--- src/rtl/pc_seq_pkg.sv ---
// Shared definitions for the program-counter sequencer: jump-mode
// encodings and default parameter values.
package pc_seq_pkg;

  typedef enum logic [1:0] {
    MODE_JUMP = 2'd0,
    MODE_SEQ  = 2'd1,
    MODE_REG  = 2'd2,
    MODE_RET  = 2'd3
  } jump_mode_e;

  localparam int unsigned DEF_XLEN      = 32;
  localparam int unsigned DEF_JUMP_W    = 26;
  localparam int unsigned DEF_RAS_DEPTH = 4;
  localparam int unsigned DEF_BR_SHIFT  = 0;
  localparam int unsigned DEF_PC_INC    = 4;
  localparam int unsigned DEF_RESET_PC  = 0;

endpackage

--- src/rtl/pc_sequencer_ras.sv ---
// Return-address stack: circular buffer with a top pointer and an
// occupancy count. Overflow overwrites the oldest entry; underflow
// pops leave the state untouched and raise a one-cycle pulse.
module ras_stack
  import pc_seq_pkg::*;
#(
  parameter int unsigned XLEN      = DEF_XLEN,
  parameter int unsigned RAS_DEPTH = DEF_RAS_DEPTH
) (
  input  logic            clk,
  input  logic            rst,
  input  logic            push,
  input  logic            pop,
  input  logic [XLEN-1:0] push_data,
  input  logic            stall,
  output logic [XLEN-1:0] top_data,
  output logic            empty,
  output logic            full,
  output logic            ovf,
  output logic            unf
);

  localparam int unsigned PW = $clog2(RAS_DEPTH);
  localparam int unsigned CW = PW + 1;

  logic [XLEN-1:0] mem [RAS_DEPTH];
  logic [PW-1:0]   top;
  logic [CW-1:0]   count;
  logic            replace;

  assign empty    = (count == '0);
  assign full     = (count == CW'(RAS_DEPTH));
  assign top_data = mem[top];
  // A pop that meets a push on a non-empty stack rewrites the top in place.
  assign replace  = push && pop && !empty;

  // Pointer, count and flag state; stall freezes everything and masks unf.
  always_ff @(posedge clk) begin
    if (rst) begin
      top   <= '0;
      count <= '0;
      ovf   <= 1'b0;
      unf   <= 1'b0;
    end else if (stall) begin
      unf <= 1'b0;
    end else begin
      unf <= pop && empty;
      if (replace) begin
        top <= top;
      end else if (push) begin
        top <= top + 1'b1;
        if (full) ovf   <= 1'b1;
        else      count <= count + 1'b1;
      end else if (pop && !empty) begin
        top   <= top - 1'b1;
        count <= count - 1'b1;
      end
    end
  end

  // Entry storage; contents need no reset since count gates validity.
  always_ff @(posedge clk) begin
    if (!rst && !stall && push) begin
      if (replace) mem[top]        <= push_data;
      else         mem[top + 1'b1] <= push_data;
    end
  end

endmodule

--- src/rtl/pc_sequencer.sv ---
// Program-counter sequencer: next-address mux, adders, registered PC
// and a return-address stack for call/return.
module pc_sequencer
  import pc_seq_pkg::*;
#(
  parameter int unsigned XLEN      = DEF_XLEN,
  parameter int unsigned JUMP_W    = DEF_JUMP_W,
  parameter int unsigned RAS_DEPTH = DEF_RAS_DEPTH,
  parameter int unsigned BR_SHIFT  = DEF_BR_SHIFT,
  parameter int unsigned PC_INC    = DEF_PC_INC,
  parameter int unsigned RESET_PC  = DEF_RESET_PC
) (
  input  logic              clk,
  input  logic              rst,
  input  logic              stall,
  input  logic [1:0]        jump_mode,
  input  logic              call,
  input  logic              branch,
  input  logic              branch_valid,
  input  logic [JUMP_W-1:0] jump_val,
  input  logic [XLEN-1:0]   se_offset,
  input  logic [XLEN-1:0]   reg_target,
  output logic [XLEN-1:0]   pc,
  output logic [XLEN-1:0]   pc_plus,
  output logic [XLEN-1:0]   next_addr,
  output logic              ras_empty,
  output logic              ras_full,
  output logic              ras_ovf,
  output logic              ras_unf
);

  logic [XLEN-1:0] ras_top;
  logic [XLEN-1:0] br_off;
  logic [XLEN-1:0] target;
  logic            ret;

  assign pc_plus = pc + XLEN'(PC_INC);
  assign br_off  = se_offset << BR_SHIFT;
  assign ret     = (jump_mode == MODE_RET);

  // Target selection by jump mode; empty-stack return falls back to reg_target.
  always_comb begin
    target = pc_plus;
    case (jump_mode_e'(jump_mode))
      MODE_JUMP: target = XLEN'(jump_val);
      MODE_SEQ:  target = (branch && branch_valid) ? pc_plus + br_off : pc_plus;
      MODE_REG:  target = reg_target;
      MODE_RET:  target = ras_empty ? reg_target : ras_top;
      default:   target = pc_plus;
    endcase
    next_addr = rst ? XLEN'(RESET_PC) : target;
  end

  // PC register; reset wins over stall.
  always_ff @(posedge clk) begin
    if (rst)         pc <= XLEN'(RESET_PC);
    else if (!stall) pc <= next_addr;
  end

  ras_stack #(
    .XLEN      (XLEN),
    .RAS_DEPTH (RAS_DEPTH)
  ) u_ras (
    .clk       (clk),
    .rst       (rst),
    .push      (call),
    .pop       (ret),
    .push_data (pc_plus),
    .stall     (stall),
    .top_data  (ras_top),
    .empty     (ras_empty),
    .full      (ras_full),
    .ovf       (ras_ovf),
    .unf       (ras_unf)
  );

endmodule

--- config.mk ---
export PLATFORM = sky130hd
export DESIGN_NAME = pc_sequencer
export DESIGN_NICKNAME = d
export VERILOG_FILES = /design/src/rtl/pc_seq_pkg.sv /design/src/rtl/pc_sequencer_ras.sv /design/src/rtl/pc_sequencer.sv
export SDC_FILE = /design/constraint.sdc
export NUM_CORES = 1
export LEC_CHECK = 0
export ABC_CLOCK_PERIOD_IN_PS = 5500
export BUFFER_PORTS_ARGS = -buffer_cell sky130_fd_sc_hd__buf_2
export CAP_MARGIN = 10
export CORE_ASPECT_RATIO = 1.25
export CORE_MARGIN = 1
export CORE_UTILIZATION = 50
export CTS_CLUSTER_DIAMETER = 80
export CTS_CLUSTER_SIZE = 28
export DETAILED_ROUTE_END_ITERATION = 10
export GPL_ROUTABILITY_DRIVEN = 1
export PLACE_DENSITY = 0.73
export SLEW_MARGIN = 25
export SYNTH_ARGS = -nofsm -noshare
export SYNTH_HDL_FRONTEND = slang
export SYNTH_SLANG_ARGS = --single-unit
--- constraint.sdc ---
create_clock -name clk -period 5.5 [get_ports clk]
set_clock_uncertainty 0.1 [all_clocks]
set_input_delay 1.1 -clock clk [delete_from_list [all_inputs] [get_ports clk]]
set_output_delay 1.1 -clock clk [all_outputs]
set_load 0.005 [all_outputs]
==> flow_summary_export.csv <==
group,metric,value,unit
synthesis,syn_area,0.0101,mm2
worst_setup_path,critPathMaxFanout,6,
worst_setup_path,crit_path_max_incr_delay,0.64,ns
cts,htreeDepth,4,
layout,nets,1325,
worst_setup_path,crit_arrival,4.25,ns
timing,hold_viol,0,
timing,final.setup.worst_slack,0.0497,ns
synthesis,synth_cells,957,
layout,diodes,0,
floorplan,core,0.0195,mm2
worst_setup_path,endpoint_kind,"output port",
global_routing,grtUsageTotal,0.332,
synthesis,synth-simple-area-share,0.148,
floorplan,die_w,129,um
flow_run,max_cap_violations,0,
synthesis,async_reset_ff_frac,0,
cts,clk_latency,0.44,ns
synthesis,ys_ff_latch,169,
place,gp_congestion,0.970,
cts,cts_max_path_buffers,2,
cts,cts_tree,"done",
floorplan,io_pins,198,
synthesis,synth_compound_area_frac,0.166,
detailed_routing,drcViolationCount,0,
worst_setup_path,crit_type,"register to output port",
pwr,ir_drop,222,uV
cts,root_buffer,"clkbuf_16",
global_routing,grt_pass1_vias,8558,
synthesis,yosysWarnings,0,
timing,slew-limit-headroom,0.335,
floorplan,die_h,161,um
place,port_buffers,197,
synthesis,yosysSeqAreaShare,0.464,
worst_setup_path,crit_chain,"nand4_1 > or4_4 > nor2_4 > nand3_2 > nor2_4 > xor2_2 > ha_4 > nand4_1 > or3_1 > a311o_1 > a21o_1 > a31o_2 > a32oi_2 > nor2_1 > buf_2",
place,post-place-ws,0.263,ns
synthesis,synth_mux_area_frac,0.0898,
floorplan,std_cell_rows,57,
timing,report.final.slew_viol_count,0,
detailed_routing,dr.pass1.iters,8,
layout,multi_input_area,0.00522,mm2
detailed_routing,post_drt_wl_per_cell,22.9,um
layout,fillers,1667,
global_routing,grt_pass1_wl,50.1,mm
worst_setup_path,slowest_stage,"or4_4",
pwr,power.leakage,5.01,nW
synthesis,synth_top_flop_cell,"edfxtp_1",
synthesis,synth_fa_ha_area_frac,0.0537,
synthesis,syn_nets,1097,
timing,tightest_slew,0.992,ns
detailed_routing,viasPerCell,6.16,
detailed_routing,drt-initial-drc-count,856,
timing,fmax,0.183,GHz
synthesis,syn_area_per_cell,10.5,um2
synthesis,synth_xor_area_frac,0.0475,
layout,fin_cells,1463,
layout,syn2layout_area_growth,22.9,%
synthesis,synthDistinctLibCells,83,
detailed_routing,ant_nets,0,
timing,setup_viol,0,
cts,cts-buffers-inserted,17,
status,outcome,"finished clean",
place,place_area,0.0116,mm2
place,hpwl,24.1,mm
layout,register_area,0.00470,mm2
timing,fin_crit,5.45,ns
floorplan,die-area,0.0207,mm2
cts,clock_sinks,169,
pwr,power_density,278,mW/mm2
cts,cts_hold_buf,0,
timing,post-route-period-util,0.991,
pwr,finalPower,3.44,mW
global_routing,antenna_found_initial,0,
synthesis,synth-edff-count,128,
layout,finalCoreUtilization,0.633,
layout,design_area,0.0124,mm2
synthesis,synth_top_family_by_area,"compound AO/OA/AOI/OAI gates",
worst_hold_path,min_path_type,"register to register",
detailed_routing,vias,9010,
layout,layout-drive-gt1-share,0.321,
place,dp.cells,1422,
worst_setup_path,cp.required,4.30,ns
timing,rsz0062_at_grt,"true",
detailed_routing,wl,33.6,mm
floorplan,initial_core_util,0.515,
global_routing,grt_max_degree,33,
worst_setup_path,startpoint_type,"register",
cts,cts.clk_slew.worst_paths,0.07,ns
global_routing,gr-total-overflow,0,
## critical path, delay by kind of cell, from the launching register on
family	cells	cell delay (ns)
AOI/OAI and AO/OA	4	1.06
and+or+nand+nor	8	1.82
buffers and inverters	1	0.13
DFF	1	0.38
xor gates and xnor gates	1	0.10
adders and majority gates	1	0.32
## layout make-up
| cell class | count | area share |
|---|---|---|
| clock buffers | 19 | 0.0350 |
| clock inverters | 13 | 0.00921 |
| inverters | 26 | 0.00790 |
| multi-input cells | 710 | 0.422 |
| flip-flops and latches | 169 | 0.380 |
| well taps | 265 | 0.0268 |
| repair buffers | 261 | 0.119 |
## cell usage after synthesis, drive strengths merged, types with 8 or more instances
master    n  area (um2)
a211oi   12        95.1
a21o     17         128
a21oi    64         324
a221oi   11         109
and3     10        62.6
buf      12        62.6
clkbuf   40         150
dfxtp    41         821
edfxtp  128        3840
ha       40         500
inv      25        93.8
mux2i    16         160
mux4     32         721
nand2    95         357
nand3    28         145
nand4    17         121
nor2    117         449
nor3     17        96.4
o211ai   11        82.6
o21a      8        60.1
o21ai    42         210
o22ai    14        87.6
xnor2    32         288
xor2     20         190
## repair_timing
action / in CTS / in global routing
setup endpoints to repair: 5 / 11
resized for setup: 10 / 29
buffers inserted: 0 / 9
pin swaps: 3 / 8
## registers in the layout, summed over array words and instances (netlist names), named ones only
name and cells:
u_ras.unf 1, u_ras.mem 128, u_ras.count 3, u_ras.top 2
u_ras.ovf 1, pc 32
## cells by family after synthesis
group	Yosys count
AOI/OAI and AO/OA	245
xor gates and xnor gates	52
adders and majority gates	42
buffers and inverters	78
DFF	169
muxes	50
and+or+nand+nor	321
## power breakdown
group | switching [mW] | leakage (nW) | internal, mW
sequential | 0.0452 | 1.52 | 1.42
clock | 0.548 | 0.263 | 0.590
combinational | 0.495 | 3.22 | 0.336
## routing by layer
layer / GRT usage / up-vias / share of wire
met4: 0.149 / 0 / 0.036
met5: 0 / - / 0
met2: 0.531 / 482 / 0.49
met3: 0.0550 / 77 / 0.077
li1: - / 4085 / -
met1: 0.444 / 4366 / 0.40
## final timing paths
| check | startpoint | to | slack (ns) | depth (start not counted) |
|---|---|---|---|---|
| setup / recovery | pc[15]$_SDFFE_PP0N_ | next_addr[31] | 0.05 | 15 |
| hold / removal | u_ras.ovf$_SDFFE_PP0P_ | u_ras.ovf$_SDFFE_PP0P_ | 0.38 | 2 |
| setup reg to reg | pc[15]$_SDFFE_PP0N_ | pc[31]$_SDFFE_PP0N_ | 1.55 | 14 |
| hold reg to reg | u_ras.ovf$_SDFFE_PP0P_ | u_ras.ovf$_SDFFE_PP0P_ | 0.38 | 2 |
## metrics by stage
stage	TNS, ns	hold slack (ns)
finish	0	0.377
global route	-0.121	0.403
CTS	0	0.380
detailed placement	0	0.362
global placement	0	0.344
floorplan	0	0.365
## layout by cell type (no fill, tap or decap), types with 5 or more instances in the layout
master and n:
a2111oi_0 5, a211oi_1 10, a21o_1 17, a21oi_1 59, a221oi_1 9, a22oi_1 6
a31oi_1 5, and3_1 10, buf_2 197, buf_4 64, clkbuf_16 17, dfxtp_1 26
dfxtp_2 9, dfxtp_4 6, edfxtp_1 128, ha_1 36, inv_1 24, mux2i_1 15
mux4_2 32, nand2_1 94, nand3_1 27, nand4_1 16, nor2_1 113, nor3_1 16
o211ai_1 11, o21a_1 8, o21ai_0 40, o21bai_1 5, o22ai_1 14, or3_1 7
xnor2_1 29, xor2_1 18
(Power assumes the default switching activity.)
